## config.mk

```make
export PLATFORM = sky130hd
export DESIGN_NAME = bus_arbiter
export DESIGN_NICKNAME = d
export VERILOG_FILES = /design/src/rtl/bus_arbiter_pkg.sv /design/src/rtl/bus_arbiter_rr_pick.sv /design/src/rtl/bus_arbiter.sv
export SDC_FILE = /design/constraint.sdc
export NUM_CORES = 1
export LEC_CHECK = 0
export CORE_AREA = 2 2 39 41
export CTS_CLUSTER_DIAMETER = 30
export DETAILED_ROUTE_END_ITERATION = 8
export DIE_AREA = 0 0 41 43
export PLACE_DENSITY_LB_ADDON = 0.25
export SLEW_MARGIN = 0
export SYNTH_ARGS = -nofsm -noshare
export SYNTH_HDL_FRONTEND = slang
export SYNTH_SLANG_ARGS = --single-unit
```

## constraint.sdc

```tcl
create_clock -name BUS_CLK -period 2.2 [get_ports BUS_CLK]
set_input_delay 0.44 -clock BUS_CLK [delete_from_list [all_inputs] [get_ports BUS_CLK]]
set_output_delay 0.44 -clock BUS_CLK [all_outputs]
set_load 0.1 [all_outputs]
```

## src/rtl/bus_arbiter_pkg.sv

```systemverilog
// -----------------------------------------------------------------------------
// bus_defs -- shared bus definitions
//
// Purpose : constants and small helpers shared by the bus arbiter and the bus
//           controllers. Requester IDs, the "no grant" code and the arbiter
//           state encodings live here so every unit agrees on them.
//
// Contents: NREQ, TIMEOUT_CYCLES_DEF, requester IDs ID0..ID2, NO_GRANT,
//           arbiter states ST_IDLE/ST_GRANT/ST_TURN, id_t, req_vec_t and
//           onehot_to_id().
// -----------------------------------------------------------------------------
package bus_defs;

   // Number of bus requesters; fixed at 3 in this revision.
   localparam int NREQ = 3;

   // Default maximum tenure, used only when the timeout feature is built in.
   localparam int TIMEOUT_CYCLES_DEF = 64;

   typedef logic [1:0]      id_t;
   typedef logic [NREQ-1:0] req_vec_t;

   // Requester IDs as seen on GNT_ID and by the bus controllers.
   localparam id_t ID0      = 2'd0;
   localparam id_t ID1      = 2'd1;
   localparam id_t ID2      = 2'd2;
   localparam id_t NO_GRANT = 2'b11;

   // Arbiter state encodings (kept as plain constants for older tooling).
   localparam logic [1:0] ST_IDLE  = 2'd0;
   localparam logic [1:0] ST_GRANT = 2'd1;
   localparam logic [1:0] ST_TURN  = 2'd2;

   // Encode a one-hot (or zero) requester vector into an ID; zero maps to
   // NO_GRANT so the result can drive GNT_ID directly.
   function automatic id_t onehot_to_id(input req_vec_t vec);
      id_t id;
      id = NO_GRANT;
      unique case (vec)
         3'b001:  id = ID0;
         3'b010:  id = ID1;
         3'b100:  id = ID2;
         default: id = NO_GRANT;
      endcase
      return id;
   endfunction

endpackage : bus_defs

```

## src/rtl/bus_arbiter_rr_pick.sv

```systemverilog
// -----------------------------------------------------------------------------
// rr_pick -- round-robin winner selection (combinational)
//
// Purpose : given the current request vector and the ID that won most
//           recently, choose the next winner. Priority starts at the ID just
//           after `last` and wraps around, so the previous winner is always
//           considered last.
//
// Ports   : br    in  [2:0] request vector, one bit per requester ID
//           last  in  [1:0] ID of the most recent winner
//           pick  out [2:0] one-hot winner, all-zero when nothing requests
//           valid out       at least one request is present
// -----------------------------------------------------------------------------
module rr_pick
   import bus_defs::*;
(
   input  logic [NREQ-1:0] br,
   input  logic [1:0]      last,
   output logic [NREQ-1:0] pick,
   output logic            valid
);

   always_comb begin
      // NOTE: every output of a combinational block gets a default before any
      // branch, so no path can leave it unassigned and infer a latch.
      pick = '0;
      unique case (last)
         ID0: begin
            // order 1, 2, 0
            if      (br[1]) pick = 3'b010;
            else if (br[2]) pick = 3'b100;
            else if (br[0]) pick = 3'b001;
         end
         ID1: begin
            // order 2, 0, 1
            if      (br[2]) pick = 3'b100;
            else if (br[0]) pick = 3'b001;
            else if (br[1]) pick = 3'b010;
         end
         default: begin
            // last == 2 (and the unused code 3): order 0, 1, 2
            if      (br[0]) pick = 3'b001;
            else if (br[1]) pick = 3'b010;
            else if (br[2]) pick = 3'b100;
         end
      endcase
   end

   assign valid = |br;

endmodule : rr_pick

```

## src/rtl/bus_arbiter.sv

```systemverilog
// -----------------------------------------------------------------------------
// bus_arbiter -- three-requester round-robin bus arbiter
//
// Purpose : grants the shared bus to one of three requesters. A grant lasts
//           as long as the winner holds its request; every release is
//           followed by exactly one turnaround cycle with no grant before the
//           next winner is chosen. Priority rotates so the previous winner is
//           served last. There is no preemption other than the optional
//           tenure timeout.
//
// Build option:
//   ARB_TIMEOUT_EN  when defined, a tenure counter revokes a grant that has
//                   lasted TIMEOUT_CYCLES cycles and pulses TIMEOUT. When
//                   undefined, tenure is unbounded and TIMEOUT is tied low.
//
// Parameters:
//   NREQ            number of requesters (must be 3)
//   TIMEOUT_CYCLES  maximum tenure in cycles, 2..255 (timeout build only)
//
// Ports   : BUS_CLK   in       bus clock, rising edge
//           RST       in       synchronous reset, active low
//           BR        in  [2:0] bus requests, level-held for the tenure
//           BG        out [2:0] registered grant, one-hot or zero
//           GNT_ID    out [1:0] ID of current grantee, 2'b11 when none
//           BUS_IDLE  out       high whenever no grant is active
//           TIMEOUT   out       one-cycle pulse when a tenure is revoked
// -----------------------------------------------------------------------------
module bus_arbiter #(
   parameter int NREQ           = bus_defs::NREQ,
   parameter int TIMEOUT_CYCLES = bus_defs::TIMEOUT_CYCLES_DEF
) (
   input  logic            BUS_CLK,
   input  logic            RST,
   input  logic [NREQ-1:0] BR,
   output logic [NREQ-1:0] BG,
   output logic [1:0]      GNT_ID,
   output logic            BUS_IDLE,
   output logic            TIMEOUT
);

   import bus_defs::*;

   // Reject unsupported configurations at elaboration time.
   if (NREQ != 3 || TIMEOUT_CYCLES < 2 || TIMEOUT_CYCLES > 255) begin : g_param_check
      $error("bus_arbiter: NREQ must be 3 and TIMEOUT_CYCLES must be 2..255");
   end

   logic [1:0]      state;
   logic [1:0]      last;
   logic [NREQ-1:0] pick;
   logic            pick_valid;
   id_t             pick_id;
   logic            owner_req;
   logic            tenure_expired;

   // -------------------------------------------------------------------------
   // Winner selection
   // -------------------------------------------------------------------------
   rr_pick u_rr_pick (
      .br    (BR),
      .last  (last),
      .pick  (pick),
      .valid (pick_valid)
   );

   assign pick_id = onehot_to_id(pick);

   // BG is one-hot while granting, so masking BR with it yields the current
   // owner's request without indexing by GNT_ID.
   assign owner_req = |(BR & BG);

   // -------------------------------------------------------------------------
   // Optional tenure timeout
   // -------------------------------------------------------------------------
`ifdef ARB_TIMEOUT_EN
   localparam logic [7:0] TENURE_LAST = 8'(TIMEOUT_CYCLES - 1);

   logic [7:0] tenure_cnt;
   logic       timeout_q;

   assign tenure_expired = (tenure_cnt == TENURE_LAST);

   // The counter is held at zero outside GRANT, so it is already clear on the
   // cycle a tenure starts and counts completed grant cycles from there.
   always_ff @(posedge BUS_CLK) begin
      if (!RST) begin
         tenure_cnt <= '0;
         timeout_q  <= 1'b0;
      end else begin
         // Pulse only when the owner still wants the bus; a voluntary release
         // on the same edge is an ordinary release.
         timeout_q <= (state == ST_GRANT) && owner_req && tenure_expired;
         if (state == ST_GRANT) begin
            tenure_cnt <= tenure_cnt + 8'd1;
         end else begin
            tenure_cnt <= '0;
         end
      end
   end

   assign TIMEOUT = timeout_q;
`else
   assign tenure_expired = 1'b0;
   assign TIMEOUT        = 1'b0;
`endif

   // -------------------------------------------------------------------------
   // Arbitration FSM and registered outputs
   // -------------------------------------------------------------------------
   always_ff @(posedge BUS_CLK) begin
      // NOTE: all state and output registers use non-blocking assignments so
      // every register samples pre-edge values, independent of statement order.
      if (!RST) begin
         // A live grant is dropped here directly; reset never passes through
         // the turnaround state.
         state    <= ST_IDLE;
         last     <= ID2;          // ID 0 wins the first arbitration
         BG       <= '0;
         GNT_ID   <= NO_GRANT;
         BUS_IDLE <= 1'b1;
      end else begin
         unique case (state)
            ST_GRANT: begin
               // Release or revoke: drop the grant on this edge and spend one
               // cycle in turnaround. `last` already holds the owner, so it
               // is served last at the next selection.
               if (!owner_req || tenure_expired) begin
                  state    <= ST_TURN;
                  BG       <= '0;
                  GNT_ID   <= NO_GRANT;
                  BUS_IDLE <= 1'b1;
               end
            end

            default: begin
               // IDLE and TURN both select on the edge that ends them. TURN
               // lasts exactly one cycle because it is only ever entered
               // from GRANT and always left on the next edge.
               if (pick_valid) begin
                  state    <= ST_GRANT;
                  BG       <= pick;
                  GNT_ID   <= pick_id;
                  last     <= pick_id;
                  BUS_IDLE <= 1'b0;
               end else begin
                  state    <= ST_IDLE;
               end
            end
         endcase
      end
   end

endmodule : bus_arbiter

```

-- Word level (Yosys, flattened, before mapping)
Index checks and enable logic that the tools add are counted.
- word-level logic and storage cells: 42
- output and inout bits: 7
- input bits: 5
- register bits after elaboration: 10
- equal/unequal tests: 6
- bitwise operators: 2
- reductions and logical operators: 6
- muxes and demuxes: 23
- operators with widths (cell ; number):
    two-way mux 3 bit ; 10
    two-way mux 2 bit ; 6
    one-hot mux 2 bit (3 select lines) ; 1
    one-hot mux 3 bit (2 select lines) ; 1
    OR reduction 3 bit ; 2
    two-way mux 1 bit ; 5
    == test 2 x 1 -> 1 bit (second input constant) ; 2
    AND reduction 2 bit ; 2
    bitwise AND 3 bit ; 1
    == test 3 x 1 -> 1 bit (second input constant) ; 1
    == test 3 x 2 -> 1 bit (second input constant) ; 1
    == test 3 bit (second input constant) ; 1
    logical NOT 2 bit ; 1
    inequality test 2 bit (second input constant) ; 1
    nonzero test 2 bit ; 1
    inverter 1 bit ; 1

-- Depth between registers and ports, before layout
- depth after elaboration: 8
- depth in mapped cells: 3
- mapped depth without buffers: 3

-- Cells and area by module
Synthesis repeated with hierarchy kept, for this count alone.
- cells, all modules: 56
- area, all modules: 546.8 sq um
- by module, submodules not included (module ; area each (sq um) ; cells each ; seq. area each (sq um) ; times used):
    bus_arbiter ; 489.2 ; 48 ; 200.2 ; 1
    rr_pick ; 57.6 ; 8 ; 0.0 ; 1

-- Worst setup path before layout
OpenSTA, ideal clock, no wires.
- path type: reg2reg
- start: reg BG[2]
- end: reg GNT_ID[0]
- stages on the path, launching flop included: 4
- setup time: 0.122 ns
- data required time: 2.078 ns
- buffers on the path: 0
- clock period less this slack: 1.818 ns
- arrival: 1.696 ns
- path slack: 0.382 ns
- cells stage by stage: dfxtp_1 > a22o_1 > o31ai_4 > o32a_1
- longest elaborated chain between the ends: 4
- ends and longest elaborated chain (what ; RTL line ; source):
    from (decl) ; bus_arbiter.sv:35 ; output logic [NREQ-1:0] BG,
    from (signal assigned) ; bus_arbiter.sv:141 ; BG <= pick;
    bitwise AND 3 bit ; bus_arbiter.sv:70 ; assign owner_req = |(BR & BG);
    OR reduction 3 bit ; bus_arbiter.sv:70 ;
    inequality test 2 bit (no line) ; -- ;
    AND reduction 2 bit (no line) ; -- ;
    to (signal assigned) ; bus_arbiter.sv:142 ; GNT_ID <= pick_id;
    to (decl) ; bus_arbiter.sv:36 ; output logic [1:0] GNT_ID,
No other way between the ends.
A chain may end at the register's enable or synchronous reset.

-- Final worst setup path
- start: in BR[2]
- end: reg GNT_ID[0]
- longest elaborated chain between the ends: 8
- ends and longest elaborated chain (what ; RTL line ; source):
    from (decl) ; bus_arbiter.sv:34 ; input logic [NREQ-1:0] BR,
    two-way mux 3 bit ; bus_arbiter_rr_pick.sv:44 ; else if (br[2]) pick = 3'b100;
    two-way mux 3 bit ; bus_arbiter_rr_pick.sv:43 ; else if (br[1]) pick = 3'b010;
    two-way mux 3 bit ; bus_arbiter_rr_pick.sv:42 ; if (br[0]) pick = 3'b001;
    one-hot mux 3 bit (2 select lines) ; bus_arbiter_rr_pick.sv:27 ; unique case (last)
    == test 3 bit, or another cell as far along ; bus_arbiter_pkg.sv:39 ; unique case (vec)
    one-hot mux 2 bit (3 select lines) ; bus_arbiter_pkg.sv:39 ;
    two-way mux 2 bit ; bus_arbiter.sv:139 ; if (pick_valid) begin
    two-way mux 2 bit ; bus_arbiter.sv:122 ; unique case (state)
Several ways; a longest one is shown, not always the timed one. The select of a mux whose other input is x is not followed.

==> metrics.md <==
| Metric | Value |
|---|---|
| Run status | finished clean |
| Flop-to-flop setup slack | approximately 870 ps |
| Power Density | between 900 and 1000 mW/mm² |
| Postcts setup bufs | 0 |
| Initial Util | about 33% |
| # DRC | 0 |
| Fin. Hold Viols | 0 |
| Hold wc startpoint | BUS_IDLE |
| RSZ-0062 raised after global routing | false |
| Drt pass-1 iters | 4 |
| Syn Area/Cell | ~9.7 µm² |
| Hold path cells | 2 |
| Maximum VDD drop | 0.000312 V |
| Final core utilization | 42.0% |
| Gpl congestion | between 0.7 and 0.8 |
| Worst Hold Slack | 482 ps |
| Vias in the first global route | around 340 |
| Layout cells sized above 1 | roughly a fifth |
| Longest Clk Path Bufs | 2 |
| Worst Max-Slew Pin Slew | between 400 and 500 ps |
| Setup Viol. Count Final | 0 |
| Fin crit period | roughly 1600 ps |
| GRT Overall Usage | 12.8% |
| Worst hold path class | flip-flop to flip-flop |
| Nets@finish | 67 |
| Root Buffer | clkbuf_4 |
| Peak Freq | 0.631 GHz |
| Final std cells w/o fill | 76 |
| Required @ worst endpoint | 2400 ps |
| Max-Slew Margin vs Limit | about 67% |
| Initial antenna violation count | 0 |
| Die ar. | 0.00176 mm² |
| TritonCTS clock tree | yes |
| Setup TNS | 0 ps |
| Max_cap viols | 0 |
| FF-to-FF path depth | 3 |
| Seq/Total Area, Yosys | between 40% and 50% |
| Setup crit end kind | flip-flop |
| Pins Over Slew Limit | 0 |
| Iter 0 DRT Violations | 10 |
| Worst-Skew Late Latency | between 200 and 300 ps |
| DR vias/cell | about 5.5 |
| Cell Count Post-Placement | 73 |
| Largest net degree at the start of global routing | 9 |
| Vert. Die Dim | 43 µm |
| Post-Syn Nets | 52 |
| Crit path max fanout | 7 |
| Post-CTS sizing | 0 |
| Layout Cell Area excl Fill | about 580 µm² |
| Reg-to-reg endpoint | GNT_ID[0] |
| Fillers | ~140 |
| Die W | around 41 µm |
| Post-synthesis instance area | 454 µm² |
| Hold worst-path end | BUS_IDLE |
| Num CTS Buffers | 3 |
| First-pass GRT wire length | between 1 and 1.5 mm |
| Routed WL per cell | 12.6 µm |
| Placed inst area | 559 µm² |
| Cells after synthesis | 47 |
| Crit share post-route | between 70% and 80% |
| Detailed-route via count | 420 |
| Unique masters post-synth | 24 |
| CP Class | input port to flip-flop |
| FP Rows | 14 |
| FF+latch count, synth | 10 |
| H-tree depth | 1 |
| Clk_skew | about 4 ps |
| Clk pin slew, worst setup/hold paths | about 60 ps |
| RR Startpoint | state[0] |
| Remaining global-route overflow | 0 |
| IO Count | 12 |
| CP Data Arrival Time | ~1800 ps |
| DP HPWL | about 690 µm |
| CORE AREA | 0.00138 mm² |
| I/O Buffers | 10 |
| Static leakage | 0.226 nW |
| Area grow syn2layout | 28.1% |
| # diodes | 0 |
| Hold-fix buffer count after cts | 0 |
| CP Launch Type | input port |
| ANT nets after route | 0 |
| Sink Count | 10 |
| Total Wirelength | around 960 µm |
| Syn. warnings | 0 |
-- metrics by stage --
| stage | setup WS (ps) | total power, mW |
|---|---|---|
| final | 615 | 0.542 |
| after CTS | 613 | 0.550 |
| after detailed placement | 345 | 0.428 |
| after global routing | 570 | 0.570 |
| after global placement | 347 | 0.429 |
| after floorplan | 382 | 0.382 |
-- final cells by class --
type / count / area (µm²) / area share (%)
Clock buffer: 3 / 22.5 / 3.87
Inverter: 1 / 3.75 / 0.645
Multi-Input combinational cell: 35 / 243 / 41.7
Sequential cell: 10 / 200 / 34.4
Tap cell: 16 / 20.0 / 3.44
Timing Repair Buffer: 11 / 92.6 / 15.9
-- report_power, final --
part	total, mW	switching [mW]	leakage (nW)	internal (mW)
clock network	0.118	0.0552	0.0138	0.0628
logic	0.207	0.152	0.129	0.0546
registers	0.218	0.0143	0.0831	0.203
total	0.542	0.222	0.226	0.321
-- critical path, cell delays in order --
cell,delay (ps)
clkdlybuf4s50_1,480
a22o_1,300
o31ai_4,360
o32a_1,210
-- per-layer routing --
layer | part of all wire (%) | global-route usage [%]
met1 | 49 | 17.9
met4 | 0.73 | 12.0
met2 | 44 | 15.0
met5 | 0 | 0
met3 | 5.5 | 3.14
-- worst max path at each step --
stage	depth (start not counted)	endpoint	slack [ps]	start
after global routing	4	GNT_ID[0]	570	BR[2]
after floorplan	3	GNT_ID[0]	380	BG[2]
after CTS	4	GNT_ID[0]	610	BR[2]
final	4	GNT_ID[0]	620	BR[2]
after global placement	4	GNT_ID[0]	350	BR[0]
after detailed placement	4	BG[0]	350	BR[2]
-- cell usage after synthesis --
master / n / area [µm²]
nand2_1: 1 / 3.75
o21ai_0: 5 / 25.0
nand3b_1: 1 / 7.51
o221a_1: 1 / 11.3
nor4b_1: 1 / 8.76
and2_1: 1 / 6.26
buf_4: 1 / 7.51
nand3_1: 1 / 5.00
conb_1: 1 / 3.75
o22ai_1: 4 / 25.0
a21oi_1: 3 / 15.0
nor2b_1: 2 / 12.5
o31ai_4: 1 / 21.3
dfxtp_1: 10 / 200
a22o_1: 1 / 8.76
nand2b_1: 3 / 18.8
nor2_1: 2 / 7.51
a21boi_1: 1 / 7.51
o32a_1: 2 / 20.0
o311ai_1: 1 / 8.76
inv_1: 1 / 3.75
nor3_2: 1 / 10.0
a21o_1: 1 / 7.51
o22a_1: 1 / 8.76
-- logic make-up (layout without fill, tap and decap cells) --
family                 Yosys count  count (layout)  share of synthesized area, %
other                            1               1                         0.826
buffers and inverters            2              15                          2.48
and+or+nand+nor                 13              13                          17.6
AOI/OAI and AO/OA               21              21                          35.0
DFF                             10              10                          44.1
-- flip-flops by register name (all words and copies together) (netlist names) --
register / cells
BUS_IDLE: 1
state: 2
BG: 3
GNT_ID: 2
last: 2
-- cell usage in the layout (no fill, tap or decap), drive strengths merged, types with 2 or more instances in the layout --
| cell | synthesis | final |
|---|---|---|
| clkbuf | 0 | 3 |
| nor2b | 2 | 2 |
| a21oi | 3 | 3 |
| o22ai | 4 | 4 |
| buf | 1 | 7 |
| nor2 | 2 | 2 |
| o21ai | 5 | 5 |
| clkdlybuf4s50 | 0 | 4 |
| o32a | 2 | 2 |
| nand2b | 3 | 3 |
| dfxtp | 10 | 10 |
(Power assumes the default switching activity.)
